==> config.mk <==
export PLATFORM = sky130hd
export DESIGN_NAME = uart_rx_frame_assembler
export DESIGN_NICKNAME = d
export VERILOG_FILES = /design/src/rtl/uart_rx_frame_assembler_pkg.sv /design/src/rtl/uart_rx_byte.sv /design/src/rtl/uart_rx_frame_assembler.sv
export SDC_FILE = /design/constraint.sdc
export NUM_CORES = 1
export LEC_CHECK = 0
export BUFFER_PORTS_ARGS = -buffer_cell sky130_fd_sc_hd__buf_2
export CAP_MARGIN = 20
export CORE_AREA = 2 2 115 162
export DETAILED_ROUTE_END_ITERATION = 10
export DIE_AREA = 0 0 117 164
export PLACE_DENSITY = 0.83
export SLEW_MARGIN = 20
export SYNTH_ARGS = -nofsm -noshare
export SYNTH_HDL_FRONTEND = slang
export SYNTH_SLANG_ARGS = --single-unit
==> constraint.sdc <==
create_clock -name clk_3125 -period 6.2 [get_ports clk_3125]
set_input_delay 0.31 -clock clk_3125 [delete_from_list [all_inputs] [get_ports clk_3125]]
set_output_delay 0.31 -clock clk_3125 [all_outputs]
set_load 0.05 [all_outputs]
==> src/rtl/uart_rx_frame_assembler_pkg.sv <==
// Shared constants and types for the UART receive path: bit timing, frame size,
// parity encoding and the byte-receiver state encoding.
package uart_rx_frame_assembler_pkg;

   localparam int UART_CLKS_PER_BIT = 27;
   localparam int FRAME_BYTES       = 14;
   localparam int UART_TIMEOUT_CLKS = 4000;

   localparam logic PARITY_EVEN = 1'b0;
   localparam logic PARITY_ODD  = 1'b1;

   typedef enum logic [2:0] {
      RX_IDLE,
      RX_START,
      RX_DATA,
      RX_PARITY,
      RX_STOP
   } rx_state_t;

   // Even parity sends the XOR of the data bits, odd parity sends its complement.
   function automatic logic expected_parity(input logic [7:0] data, input logic parity_type);
      return (^data) ^ (parity_type == PARITY_ODD);
   endfunction

endpackage

==> src/rtl/uart_rx_byte.sv <==
// Single-character UART receiver: 2-flop synchroniser plus a start/data/parity/stop
// bit FSM that emits one byte_valid pulse per character with a combined error flag.
module uart_rx_byte
   import uart_rx_frame_assembler_pkg::*;
#(
   parameter int CLKS_PER_BIT = UART_CLKS_PER_BIT
) (
   input  logic       clk_3125,
   input  logic       rst,
   input  logic       rx,
   input  logic       parity_type,
   output logic [7:0] data_byte,
   output logic       byte_valid,
   output logic       byte_err
);

   localparam int CNT_W = $clog2(CLKS_PER_BIT);
   localparam logic [CNT_W-1:0] HALF_LAST = CNT_W'(CLKS_PER_BIT / 2 - 1);
   localparam logic [CNT_W-1:0] BIT_LAST  = CNT_W'(CLKS_PER_BIT - 1);

   rx_state_t        state;
   rx_state_t        state_next;
   logic             rx_meta;
   logic             rx_sync;
   logic             rx_prev;
   logic             falling_edge;
   logic             sample_tick;
   logic [CNT_W-1:0] clk_cnt;
   logic [2:0]       bit_idx;
   logic [7:0]       shift_q;
   logic             parity_err;

   always_ff @(posedge clk_3125) begin
      if (rst) begin
         rx_meta <= 1'b1;
         rx_sync <= 1'b1;
         rx_prev <= 1'b1;
      end else begin
         rx_meta <= rx;
         rx_sync <= rx_meta;
         rx_prev <= rx_sync;
      end
   end

   assign falling_edge = rx_prev & ~rx_sync;

   always_ff @(posedge clk_3125) begin
      if (rst) begin
         state <= RX_IDLE;
      end else begin
         state <= state_next;
      end
   end

   // A high sample at mid start bit is a glitch, not a character.
   always_comb begin
      state_next = state;
      unique case (state)
         RX_IDLE:   if (falling_edge) state_next = RX_START;
         RX_START:  if (sample_tick) state_next = rx_sync ? RX_IDLE : RX_DATA;
         RX_DATA:   if (sample_tick && bit_idx == 3'd7) state_next = RX_PARITY;
         RX_PARITY: if (sample_tick) state_next = RX_STOP;
         RX_STOP:   if (sample_tick) state_next = RX_IDLE;
         default:   state_next = RX_IDLE;
      endcase
   end

   always_comb begin
      sample_tick = 1'b0;
      unique case (state)
         RX_START:                   sample_tick = (clk_cnt == HALF_LAST);
         RX_DATA, RX_PARITY, RX_STOP: sample_tick = (clk_cnt == BIT_LAST);
         default:                    sample_tick = 1'b0;
      endcase
   end

   always_ff @(posedge clk_3125) begin
      if (rst) begin
         clk_cnt    <= '0;
         bit_idx    <= '0;
         shift_q    <= '0;
         parity_err <= 1'b0;
         data_byte  <= '0;
         byte_valid <= 1'b0;
         byte_err   <= 1'b0;
      end else begin
         byte_valid <= 1'b0;
         clk_cnt    <= (state == RX_IDLE || sample_tick) ? '0 : clk_cnt + 1'b1;
         unique case (state)
            RX_IDLE: begin
               bit_idx    <= '0;
               parity_err <= 1'b0;
            end
            RX_DATA: begin
               if (sample_tick) begin
                  shift_q <= {rx_sync, shift_q[7:1]};
                  bit_idx <= bit_idx + 3'd1;
               end
            end
            RX_PARITY: begin
               if (sample_tick) parity_err <= (rx_sync != expected_parity(shift_q, parity_type));
            end
            RX_STOP: begin
               if (sample_tick) begin
                  data_byte  <= shift_q;
                  byte_err   <= parity_err | ~rx_sync;
                  byte_valid <= 1'b1;
               end
            end
            default: begin
            end
         endcase
      end
   end

endmodule

==> src/rtl/uart_rx_frame_assembler.sv <==
// Collects 14 received UART bytes into one parallel frame with a one-cycle frame_valid;
// partial frames are dropped after a long idle gap or on reset.
module uart_rx_frame_assembler
   import uart_rx_frame_assembler_pkg::*;
#(
   parameter int CLKS_PER_BIT = UART_CLKS_PER_BIT,
   parameter int TIMEOUT_CLKS = UART_TIMEOUT_CLKS
) (
   input  logic       clk_3125,
   input  logic       rst,
   input  logic       rx,
   input  logic       parity_type,
   output logic [7:0] data0,
   output logic [7:0] data1,
   output logic [7:0] data2,
   output logic [7:0] data3,
   output logic [7:0] data4,
   output logic [7:0] data5,
   output logic [7:0] data6,
   output logic [7:0] data7,
   output logic [7:0] data8,
   output logic [7:0] data9,
   output logic [7:0] data10,
   output logic [7:0] data11,
   output logic [7:0] data12,
   output logic [7:0] data13,
   output logic       frame_valid,
   output logic       frame_err,
   output logic [3:0] byte_count
);

   localparam logic [3:0]  LAST_IDX    = 4'(FRAME_BYTES - 1);
   localparam logic [15:0] TIMEOUT_VAL = 16'(TIMEOUT_CLKS);

   logic [7:0]  rx_byte;
   logic        rx_byte_valid;
   logic        rx_byte_err;
   logic [7:0]  slot   [FRAME_BYTES];
   logic [7:0]  data_q [FRAME_BYTES];
   logic        err_acc;
   logic        frame_pending;
   logic [15:0] idle_cnt;
   logic        timeout_fire;

   uart_rx_byte #(
      .CLKS_PER_BIT(CLKS_PER_BIT)
   ) u_rx_byte (
      .clk_3125    (clk_3125),
      .rst         (rst),
      .rx          (rx),
      .parity_type (parity_type),
      .data_byte   (rx_byte),
      .byte_valid  (rx_byte_valid),
      .byte_err    (rx_byte_err)
   );

   // A byte arriving in the same cycle as the timeout takes priority.
   assign timeout_fire = (byte_count != 4'd0) && !rx_byte_valid && (idle_cnt == TIMEOUT_VAL);

   always_ff @(posedge clk_3125) begin
      if (rst || rx_byte_valid || byte_count == 4'd0 || timeout_fire) begin
         idle_cnt <= '0;
      end else begin
         idle_cnt <= idle_cnt + 16'd1;
      end
   end

   // The last byte lands in its slot first; the whole frame is published one cycle later.
   always_ff @(posedge clk_3125) begin
      if (rst) begin
         byte_count    <= '0;
         err_acc       <= 1'b0;
         frame_pending <= 1'b0;
         frame_valid   <= 1'b0;
         frame_err     <= 1'b0;
         for (int i = 0; i < FRAME_BYTES; i++) begin
            slot[i]   <= '0;
            data_q[i] <= '0;
         end
      end else begin
         frame_valid <= 1'b0;
         if (frame_pending) begin
            for (int i = 0; i < FRAME_BYTES; i++) data_q[i] <= slot[i];
            frame_err     <= err_acc;
            frame_valid   <= 1'b1;
            frame_pending <= 1'b0;
            byte_count    <= '0;
            err_acc       <= 1'b0;
         end else if (rx_byte_valid) begin
            slot[byte_count] <= rx_byte;
            err_acc          <= err_acc | rx_byte_err;
            if (byte_count == LAST_IDX) begin
               frame_pending <= 1'b1;
            end else begin
               byte_count <= byte_count + 4'd1;
            end
         end else if (timeout_fire) begin
            byte_count <= '0;
            err_acc    <= 1'b0;
         end
      end
   end

   assign data0  = data_q[0];
   assign data1  = data_q[1];
   assign data2  = data_q[2];
   assign data3  = data_q[3];
   assign data4  = data_q[4];
   assign data5  = data_q[5];
   assign data6  = data_q[6];
   assign data7  = data_q[7];
   assign data8  = data_q[8];
   assign data9  = data_q[9];
   assign data10 = data_q[10];
   assign data11 = data_q[11];
   assign data12 = data_q[12];
   assign data13 = data_q[13];

endmodule

Word level (Yosys, flattened, before mapping). Memories as Yosys holds them, arrays and structs flattened. Cells that the tools add are included.

Bits of input ports: 4. ROM bits: 0. Bits in latches: 0. Register bits: 57. Memories: 2. Output and inout port bits: 118. Bits in writable memories: 224.

Mux-type cells: 45. Eq/ne operators: 17. Bitwise logic cells: 21. Divide/modulo/power cells: 0. $lt $le $gt $ge: 0. Shift operators: 0. Add/subtract/negate cells: 4. Reduce and logical (&&, ||, !) cells: 27. Multipliers: 0.

Memory list: data_q (words 14, width 8, read ports 14, clocked after memory_dff 0, wr ports 14, line uart_rx_frame_assembler.sv:39) `logic [7:0] data_q [FRAME_BYTES];`; slot (words 14, width 8, read ports 14, clocked after memory_dff 0, wr ports 14, line uart_rx_frame_assembler.sv:38) `logic [7:0] slot [FRAME_BYTES];`.

Operators with widths (number): 2-to-1 mux 8 bit (15); 2-to-1 mux 3 bit (6); adder 16 x 1 -> 16 bit, second input constant (1); equality test 16 x 12 -> 1 bit, second input constant (1); 2-to-1 mux 4 bit (4); bitwise OR 1 bit (16); 2-to-1 mux 1 bit (15); case mux 3 bit (5 select lines) (1); inequality test 2 x 1 -> 1 bit, second input constant (6); AND reduction 2 bit (5); OR reduction 8 bit (1); parity 8 bit (1); equality test 3 x 2 -> 1 bit, second input constant (2); equality test 3 bit, second input constant (2); case mux 3 bit (2 select lines) (1); nonzero test 2 bit (3); OR reduction 2 bit (3); OR reduction 3 bit (2); adder 5 x 1 -> 5 bit, second input constant (1); equality test 5 x 4 -> 1 bit, second input constant (1); equality test 5 bit, second input constant (1); AND reduction 5 bit (1); adder 4 x 1 -> 4 bit, second input constant (1); equality test 4 bit, second input constant (1); 15 further kinds (23).

Depth between registers and ports, before layout.
Depth after elaboration: 6. Depth in mapped cells: 8. Depth with buffers taken out: 7.

Modules after synthesis. A second synthesis with hierarchy kept.

Cell total of the unflattened synthesis: 790. Area, all modules: 11088.1 um^2.

By module, submodules not included: uart_rx_frame_assembler (cells an instance 633, area each 9534.1 um^2, times used 1); uart_rx_byte (cells an instance 157, area each 1554.0 um^2, times used 1).

Worst setup path after synthesis. Ideal clock, no wire load.

Path type: reg2reg. Start: register frame_pending. End: register err_acc. Required time: 6.083 ns. Arrival time: 3.030 ns. Path slack: 3.053 ns. Cell stages (with the launch flop): 5. Path buffers: 0. Path through: dfxtp_1 > nor2_1 > inv_1 > a21oi_1 > nor2b_1.

Cells in the longest elaborated chain, start to end: 1.

RTL lines: start, declared (line uart_rx_frame_assembler.sv:41) `logic frame_pending;`; start signal, assigned (line uart_rx_frame_assembler.sv:73) `frame_pending <= 1'b0;`; start signal, assigned (line uart_rx_frame_assembler.sv:86) `frame_pending <= 1'b0;`; start signal, assigned (line uart_rx_frame_assembler.sv:93) `frame_pending <= 1'b1;`; OR reduction 2 bit (no source line); end signal, assigned (line uart_rx_frame_assembler.sv:91) `err_acc <= err_acc | rx_byte_err;`; end, declared (line uart_rx_frame_assembler.sv:40) `logic err_acc;`.

Every way passes these cells. A chain may end at the register's enable or synchronous reset.

==> flow_summary.toml <==
[outcome]
outcome = "finished clean"

[critical_path]
path_class = "reg2reg"
cp_num_buf_inv = 0
cp_slowest_stage_delay_ns = 0.64
path_cells = "nor2_1, nand3_1, nor3_1, or2_2"
crit_path_end_kind = "register"
arrival_ns = 2.44
critical_path_required_ns = 6.40
cp_top_family = "simple AND/OR/NAND/NOR gates"
critPathMaxFanout = 9
crit_start = "frame_pending"
start_kind = "register"
r2r_setup_slack_ns = 3.96
cpMaxStageDelayCell = "nor3_1"
regToRegStartpoint = "frame_pending"

[cells_and_area]
area_growth_pct = 14.56
diodes = 0
regArea_mm2 = 0.007868
layout-drive-gt1-share = 0.2033
final_cell_mix = "edfxtp_1, and2_1, buf_2, dfxtp_1, nor2_1"
final_util = 0.7011
fin_nets = 905
final.fill_count = 1177
final_common_cell = "edfxtp_1"
multiInputGateArea_mm2 = 0.002825
design_area_mm2 = 0.01246

[route]
viasPerCell = 5.139
wire_per_inst_um = 15.61
wirelength_um = 17950
vias = 5910
firstDrtPassIters = 4
drtIter0Drc = 364
antenna_left = 0
drc = 0

[grt]
grt.total_usage = 0.1863
grt_antenna_before_repair = 0
grt_pass1_vias = 5571
grt_max_degree = 84
grt_pass1_wl_um = 27440
grt_remaining_overflow = 0

[timing]
final-setup-viol-count = 0
setup_tns_ns = 0
slew_violations = 0
max_freq_mhz = 446.0
worstMarginPinSlew_ns = 0.9783
rsz0062_at_grt = "no"
finalClockSkew_ns = 0.007860
hold_viol = 0
finalWorstSetupSlack_ns = 3.958
min_period_over_period = 0.3616
period_needed_ns = 2.242
relSlewSlack = 0.3478

[placement]
gp_congestion = 0.7901
port-buffer-count = 121
pre_cts_slack_ns = 3.891
hpwl_um = 11800
placed_area_mm2 = 0.01165

[min_path]
hold_class = "in2reg"
hold_start = "rst"

[cts]
cts_max_path_buffers = 3
clk_latency_ns = 0.51
cts_max_level = 1
cts-root-buf = "clkbuf_16"
cts_tree = "yes"
ctsResizeCount = 0
cts_sinks = 281
numCtsBuffers = 24
path_clk_slew_ns = 0.06

[synth]
syn-mean-instance-area_um2 = 14.04
synth_area_mm2 = 0.01088
ys_warn_count = 0
synth_seq_cells = 281
synth-seq-area-share = 0.7231
synthFlopType = "edfxtp_1"
syn-instance-count = 775
synth_edf_count = 224
synthDistinctLibCells = 44
synth.net_count = 788
synthArstFlopShare = 0

[floorplanning]
start_util = 0.6120
core_mm2 = 0.01778
die_w_um = 117
dieArea_mm2 = 0.01919
rows = 58
die_h_um = 164
io_pins = 122

[flow_run]
drv_cap = 0

[power]
cellLeakagePower_nw = 4.781
ir_drop_mv = 0.2627
p_per_area_mw_per_mm2 = 301.0
-- flip-flops by register name, summed over array words and instances, names as in the netlist, 3 cells and up --
name                 flops
u_rx_byte.shift_q        8
slot                   112
idle_cnt                16
u_rx_byte.clk_cnt        5
data_q                 112
u_rx_byte.data_byte      8
u_rx_byte.bit_idx        3
byte_count               4
u_rx_byte.state          3
-- path summary, 6_finish.rpt --
kind                                           to  cells past startpoint
worst min register to register  u_rx_byte.rx_sync                      1
worst max register to register         slot[1][1]                      4
worst min-delay path                  frame_valid                      3
worst max-delay path                   slot[1][1]                      4
-- cells in the mapped netlist, types with 3 or more instances --
cell type  instances  area share
a31oi_1            3      0.0017
nor2_1            47       0.016
and2_1           194        0.11
nor2b_1           35       0.020
nand4_1            6      0.0035
inv_1             10      0.0035
or2_2             17      0.0098
a21oi_1           18      0.0083
o21ai_0            4      0.0018
a21boi_1           3      0.0021
xor2_1            12      0.0097
mux2i_1           12       0.011
or3_1              6      0.0035
clkbuf_1          28      0.0097
edfxtp_1         224        0.62
nand3_1           15      0.0069
nand2b_1           4      0.0023
ha_1               9       0.010
nor3_1             6      0.0028
dfxtp_1           57        0.10
nand2_1           28      0.0097
xnor2_1           10      0.0080
-- worst min-delay path, cell delays in order --
cell and delay [ns]:
buf_2 0.15, nor2b_4 0.14, buf_16 0.20
-- stage by stage --
| stage | total power, mW | hold WS (ns) | cells |
|---|---|---|---|
| floorplan | 2.303 | 0.3895 | 775 |
| global placement | 2.346 | 0.3998 | 1104 |
| detailed placement | 2.349 | 0.3977 | 1104 |
| CTS | 3.776 | 0.3299 | 1149 |
| global route | 3.855 | 0.4222 | 1150 |
| finish | 3.752 | 0.3941 | 1150 |
-- layer usage --
metal / share of wire / up-vias / track usage
met5: 0 / - / 0
met4: 0.031 / 0 / 0.07914
met3: 0.052 / 43 / 0.02878
met2: 0.53 / 180 / 0.3342
met1: 0.39 / 2782 / 0.2202
li1: - / 2905 / -
-- timing repair --
item,in CTS,in global routing
hold endpoints to repair,1,0
buffers inserted,0,0
hold buffers,1,0
-- cell families after synthesis --
family | count (synthesis) | share of synthesized area
adders and majority gates | 9 | 0.01035
and+or+nand+nor | 374 | 0.2009
buffers and inverters | 44 | 0.01794
muxes | 12 | 0.01104
xor gates and xnor gates | 23 | 0.01978
AOI/OAI and AO/OA | 32 | 0.01691
DFF | 281 | 0.7231
-- power by group --
part / internal (mW) / switching [mW] / total (mW)
Combinational: 0.0344 / 0.165 / 0.199
Clock: 0.839 / 0.606 / 1.44
Sequential: 2.09 / 0.0174 / 2.11
-- layout make-up --
cell class,instances,share of cell area
Multi-Input combinational cell,450,0.2267
Inverter,10,0.003212
Timing Repair Buffer,125,0.05280
Clock inverter,10,0.008332
Clock buffer,34,0.05370
Tap cell,240,0.02409
Sequential cell,281,0.6312
No activity file was read; power rests on OpenSTA's default activity.
